<file path="src/rtl/shift_exec_stage.sv">
// Execute-stage wrapper for SLL/SRL/SRA/PASS around a shared logical right shifter; 2-stage valid/ready pipe, result 1 edge after accept.
// Backpressure holds both stages (no loss/dup); FLUSH kills both stages, RST clears everything.
module shift_exec_stage #(
    parameter int CNT_W = 16
) (
    input  logic             CLK,
    input  logic             RST,
    input  logic             FLUSH,
    input  logic             IN_VALID,
    output logic             IN_READY,
    input  logic [1:0]       OPCODE,
    input  logic             USE_IMM,
    input  logic [31:0]      RS_DATA,
    input  logic [31:0]      RT_DATA,
    input  logic [4:0]       IMM_SHAMT,
    input  logic [4:0]       DEST,
    output logic [31:0]      SRL_IN,
    output logic [4:0]       SRL_SHAMT,
    input  logic [31:0]      SRL_OUT,
    output logic             OUT_VALID,
    input  logic             OUT_READY,
    output logic [31:0]      RESULT,
    output logic [4:0]       OUT_DEST,
    output logic [CNT_W-1:0] OP_COUNT
);

    localparam logic [1:0] OP_SLL  = 2'b00;
    localparam logic [1:0] OP_SRL  = 2'b01;
    localparam logic [1:0] OP_SRA  = 2'b10;

    logic             r_s1_vld;
    logic [1:0]       r_s1_op;
    logic [4:0]       r_s1_shamt;
    logic [31:0]      r_s1_opnd;
    logic [4:0]       r_s1_dest;
    logic             r_out_vld;
    logic [31:0]      r_result;
    logic [4:0]       r_out_dest;
    logic [CNT_W-1:0] r_op_count;

    logic             w_adv;
    logic             w_accept;
    logic             w_handoff;
    logic [4:0]       w_shamt_in;
    logic [31:0]      w_fill;
    logic [31:0]      w_result;
    logic             w_unused_rs;

    function automatic logic [31:0] bitrev(input logic [31:0] v);
        logic [31:0] r;
        for (int i = 0; i < 32; i++) begin
            r[i] = v[31-i];
        end
        return r;
    endfunction

    assign w_adv      = r_s1_vld & (~r_out_vld | OUT_READY);
    assign IN_READY   = ~r_s1_vld | w_adv;
    assign w_accept   = IN_VALID & IN_READY;
    assign w_handoff  = r_out_vld & OUT_READY;
    assign w_shamt_in = USE_IMM ? IMM_SHAMT : RS_DATA[4:0];
    assign w_unused_rs = ^RS_DATA[31:5];

    // Left shifts reuse the right shifter by reversing the operand on the way in and the result on the way out.
    assign SRL_IN    = (r_s1_op == OP_SLL) ? bitrev(r_s1_opnd) : r_s1_opnd;
    assign SRL_SHAMT = (r_s1_op == OP_SLL || r_s1_op == OP_SRL || r_s1_op == OP_SRA) ? r_s1_shamt : 5'd0;

    always_comb begin
        w_fill   = r_s1_opnd[31] ? ~(32'hFFFF_FFFF >> r_s1_shamt) : 32'd0;
        w_result = r_s1_opnd;
        case (r_s1_op)
            OP_SLL:  w_result = bitrev(SRL_OUT);
            OP_SRL:  w_result = SRL_OUT;
            OP_SRA:  w_result = SRL_OUT | w_fill;
            default: w_result = r_s1_opnd;
        endcase
    end

    always_ff @(posedge CLK) begin
        if (RST) begin
            r_s1_vld   <= 1'b0;
            r_s1_op    <= 2'd0;
            r_s1_shamt <= 5'd0;
            r_s1_opnd  <= 32'd0;
            r_s1_dest  <= 5'd0;
            r_out_vld  <= 1'b0;
            r_result   <= 32'd0;
            r_out_dest <= 5'd0;
            r_op_count <= '0;
        end else if (FLUSH) begin
            r_s1_vld  <= 1'b0;
            r_out_vld <= 1'b0;
        end else begin
            if (w_accept) begin
                r_s1_vld   <= 1'b1;
                r_s1_op    <= OPCODE;
                r_s1_shamt <= w_shamt_in;
                r_s1_opnd  <= RT_DATA;
                r_s1_dest  <= DEST;
            end else if (w_adv) begin
                r_s1_vld <= 1'b0;
            end
            if (w_adv) begin
                r_out_vld  <= 1'b1;
                r_result   <= w_result;
                r_out_dest <= r_s1_dest;
            end else if (OUT_READY) begin
                r_out_vld <= 1'b0;
            end
            if (w_handoff) begin
                r_op_count <= r_op_count + {{(CNT_W-1){1'b0}}, 1'b1};
            end
        end
    end

    assign OUT_VALID = r_out_vld;
    assign RESULT    = r_result;
    assign OUT_DEST  = r_out_dest;
    assign OP_COUNT  = r_op_count;

endmodule

</file>
<file path="config.mk">
export PLATFORM = sky130hd
export DESIGN_NAME = shift_exec_stage
export DESIGN_NICKNAME = d
export VERILOG_FILES = /design/src/rtl/shift_exec_stage.sv
export SDC_FILE = /design/constraint.sdc
export NUM_CORES = 1
export LEC_CHECK = 0
export ABC_AREA = 1
export CORE_MARGIN = 4
export CORE_UTILIZATION = 49
export CTS_BUF_LIST = sky130_fd_sc_hd__clkbuf_2 sky130_fd_sc_hd__clkbuf_4 sky130_fd_sc_hd__clkbuf_8
export CTS_CLUSTER_DIAMETER = 40
export DETAILED_ROUTE_END_ITERATION = 10
export PLACE_DENSITY = 0.95
export SYNTH_ARGS = -nofsm -noshare
export SYNTH_HDL_FRONTEND = slang
export SYNTH_SLANG_ARGS = --single-unit
</file>
<file path="constraint.sdc">
create_clock -name CLK -period 1.95 [get_ports CLK]
set_input_delay 0.39 -clock CLK [delete_from_list [all_inputs] [get_ports CLK]]
set_output_delay 0.39 -clock CLK [all_outputs]
set_load 0.02 [all_outputs]
</file>
==> flow_metrics.py <==
metrics = {
    "status": {
        "status": "finished clean",
    },
    "worst_setup_path": {
        "crit_chain": "buf_4, nand2_2, inv_4, nor2_1, dlygate4sd2_1",
        "critPathKind": "reg -> out",
        "r2r_start": "r_s1_op[0]",
        "arrival_ps": 1510,
        "slowest_stage": "dfxtp_1",
        "r2r_cells": 9,
        "worstPathRequired_ps": 1560,
        "startpoint_type": "flop",
        "endpoint_kind": "output port",
        "path_max_fanout": 8,
        "slowest_delay_ps": 340,
        "worstSetupStartpoint": "r_s1_op[0]",
    },
    "global_routing": {
        "grt_usage_pct": 28.8,
        "grt_pass1_wl_um": 29100,
        "overflow": 0,
        "grt_max_degree": 73,
        "antenna_found_initial": 0,
        "grt_pass1_vias": 5708,
    },
    "logic_synthesis": {
        "netlist_area_sq_um": 5270,
        "synth_largest_area_cell": "dfxtp_1",
        "yosysWarnings": 0,
        "async_flop_share_pct": 0,
        "netlist.area_leader.share_pct": 37.6,
        "synth_flop_cell": "dfxtp_1",
        "synthTopCellsByCount": "nand2_1 (186), o21ai_0 (131), a21oi_1 (123)",
        "seq_area_frac_synth_pct": 37.6,
        "synthesis.nets": 921,
        "netlist_instances": 806,
        "synth_edf_count": 0,
        "synth_seq_cells": 99,
        "synth_area_leaders": "dfxtp_1 (38%), nand2_1 (13%), o21ai_0 (12%)",
        "yosys.cell_types.count": 33,
        "yosysMostFrequentCell": "nand2_1",
        "syn_avg_cell_area_sq_um": 6.53,
    },
    "cts": {
        "worstSkewPairLatency_ps": 370,
        "root_buffer": "clkbuf_8",
        "path_clk_slew_ps": 110,
        "clock_path_buffers": 2,
        "cts_htree_levels": 3,
        "ctsHoldBuffers": 0,
        "cts_inserted_buffers": 9,
        "post_cts_buffers": 0,
        "cts_sinks": 99,
        "tritoncts": "yes",
    },
    "floorplan": {
        "die_height_um": 112,
        "dieWidth_um": 112,
        "coreArea_sq_um": 10400,
        "rows": 37,
        "dieArea_sq_um": 12500,
        "start_util_pct": 50.5,
        "io_pins": 206,
    },
    "drt": {
        "wirelength_um": 18700,
        "drtIter0Drc": 633,
        "drc_errors": 0,
        "wire_per_inst_um": 16.7,
        "drtAntennaViolNets": 0,
        "via_per_inst": 5.54,
        "vias": 6212,
        "drtPass1Iterations": 6,
    },
    "place": {
        "port-buffer-count": 178,
        "post_dp_cell_area_sq_um": 7250,
        "gp_congestion": 0.991,
        "hpwl_um": 14200,
        "dpl_worst_slack_ps": -115,
    },
    "power": {
        "p_clk_share_pct": 28.5,
        "intPower_mw": 3.08,
        "power_density_nw_per_um2": 624,
        "p_sw_mw": 1.49,
        "sequentialPowerShare_pct": 47.1,
        "p_leak_nw": 2.99,
        "sw_frac_of_total_pct": 32.6,
        "irDropWorstVdd_v": 0.000357,
        "p_comb_share_pct": 24.4,
    },
    "min_path": {
        "min_path_type": "reg -> reg",
        "hp-start": "RESULT[1]",
        "min_path_cells": 2,
    },
    "sta": {
        "slew_headroom_pct": 68.2,
        "worst_slew_pin_slew_ps": 477,
        "clock_skew_ps": 16.7,
        "fmax_mhz": 528,
        "worst_slack_ps": 55.0,
        "setup_viol": 0,
        "rsz0062_at_grt": "yes",
        "fin_hold_ws_ps": 470,
        "fin_crit_sh_pct": 97.2,
        "drv_slew": 0,
        "final_hold_viol_count": 0,
        "post-route-min-period_ps": 1900,
    },
    "final_layout": {
        "drive_above_1_share_pct": 10.4,
        "antennaDiodeCount": 0,
        "syn_to_final_growth_pct": 39.0,
        "fillerInstances": 855,
        "nets": 1095,
        "stdcell_area_sq_um": 7320,
    },
    "run": {
        "drv_cap": 0,
    },
}
-- state kept, by name, indices dropped and copies added (netlist names) --
register,cells
r_s1_op,2
r_s1_opnd,32
r_s1_vld,1
OUT_VALID,1
r_s1_shamt,5
RESULT,32
OP_COUNT,16
r_s1_dest,5
OUT_DEST,5
-- critical path, delay by kind of cell (launching register included) --
family / cells / cell delay [ps]
buffers and inverters: 3 / 570
and+or+nand+nor: 2 / 210
DFF: 1 / 340
-- metrics by stage --
step | util (%) | setup TNS, ps | power [mW] | instances
after detailed placement | 69.6 | -940 | 3.33 | 1104
after CTS | 71.2 | 0 | 4.56 | 1120
after floorplan | - | 0 | 2.78 | 806
after global routing | 70.3 | -23.4 | 4.74 | 1121
final | 70.3 | 0 | 4.57 | 1121
after global placement | 69.6 | -159 | 3.31 | 1104
-- cell usage in the layout (no fill, tap or decap), types with 2 or more instances in the layout --
master | Yosys | final
a21oi_1 | 123 | 123
buf_12 | 0 | 4
buf_2 | 28 | 25
buf_4 | 3 | 29
clkbuf_2 | 0 | 3
clkbuf_8 | 0 | 9
clkdlybuf4s15_1 | 0 | 3
clkdlybuf4s50_1 | 0 | 139
dfxtp_1 | 99 | 99
dlygate4sd2_1 | 0 | 5
inv_1 | 83 | 83
inv_2 | 7 | 6
inv_6 | 0 | 3
mux2i_1 | 5 | 5
nand2_1 | 186 | 186
nand2_2 | 5 | 5
nand3_1 | 15 | 15
nand3_2 | 2 | 2
nand3_4 | 2 | 2
nand4_1 | 3 | 3
nor2_1 | 62 | 62
nor2_2 | 2 | 2
nor2_4 | 2 | 2
nor3_1 | 3 | 3
o211ai_1 | 2 | 2
o21ai_0 | 131 | 127
o21ai_1 | 6 | 10
o22ai_1 | 12 | 12
-- kinds of logic (layout without fill, tap and decap cells) --
| kind of cell | after synthesis | in the layout | synth area share (%) |
|---|---|---|---|
| and+or+nand+nor | 286 | 286 | 23.0 |
| AOI/OAI and AO/OA | 277 | 277 | 26.8 |
| buffers and inverters | 137 | 316 | 11.2 |
| DFF | 99 | 99 | 37.6 |
| muxes | 5 | 5 | 0.951 |
| adders and majority gates | 1 | 1 | 0.238 |
| xor gates and xnor gates | 1 | 1 | 0.166 |
-- worst paths after layout --
path                            slack (ps)           end
worst max-delay path                    50  SRL_SHAMT[2]
worst min-delay path                   470     RESULT[1]
worst max register to register         190    RESULT[22]
worst min register to register         470     RESULT[1]
-- layer usage --
layer / GRT usage, % / vias up / share of wire (%)
li1: - / 2992 / -
met1: 37.7 / 2791 / 41
met2: 45.8 / 379 / 45
met3: 6.96 / 50 / 11
met4: 11.1 / 0 / 3.1
met5: 0 / - / 0
-- power by group through the flow --
stage               logic, mW  registers (mW)  clock network (mW)
floorplan               0.560            2.22                   0
global placement         1.12            2.19                   0
detailed placement       1.13            2.20                   0
CTS                      1.11            2.15                1.30
global route             1.20            2.16                1.38
finish                   1.12            2.15                1.30
-- repair_timing --
item	4_1_cts	5_1_grt
gates resized for setup	131	40
setup endpoints to repair	39	35
cloned	0	1
-- final cells by class --
type,instances,area (sq um),share of cell area (%)
sequential,99,1980,27.1
multi-input combinational,570,2700,36.9
tap,136,170,2.33
inverter,90,340,4.65
timing repair buffer,210,1940,26.5
clock inverter,6,53.8,0.735
clock buffer,10,131,1.80
Power figures use the tool's default switching activity.
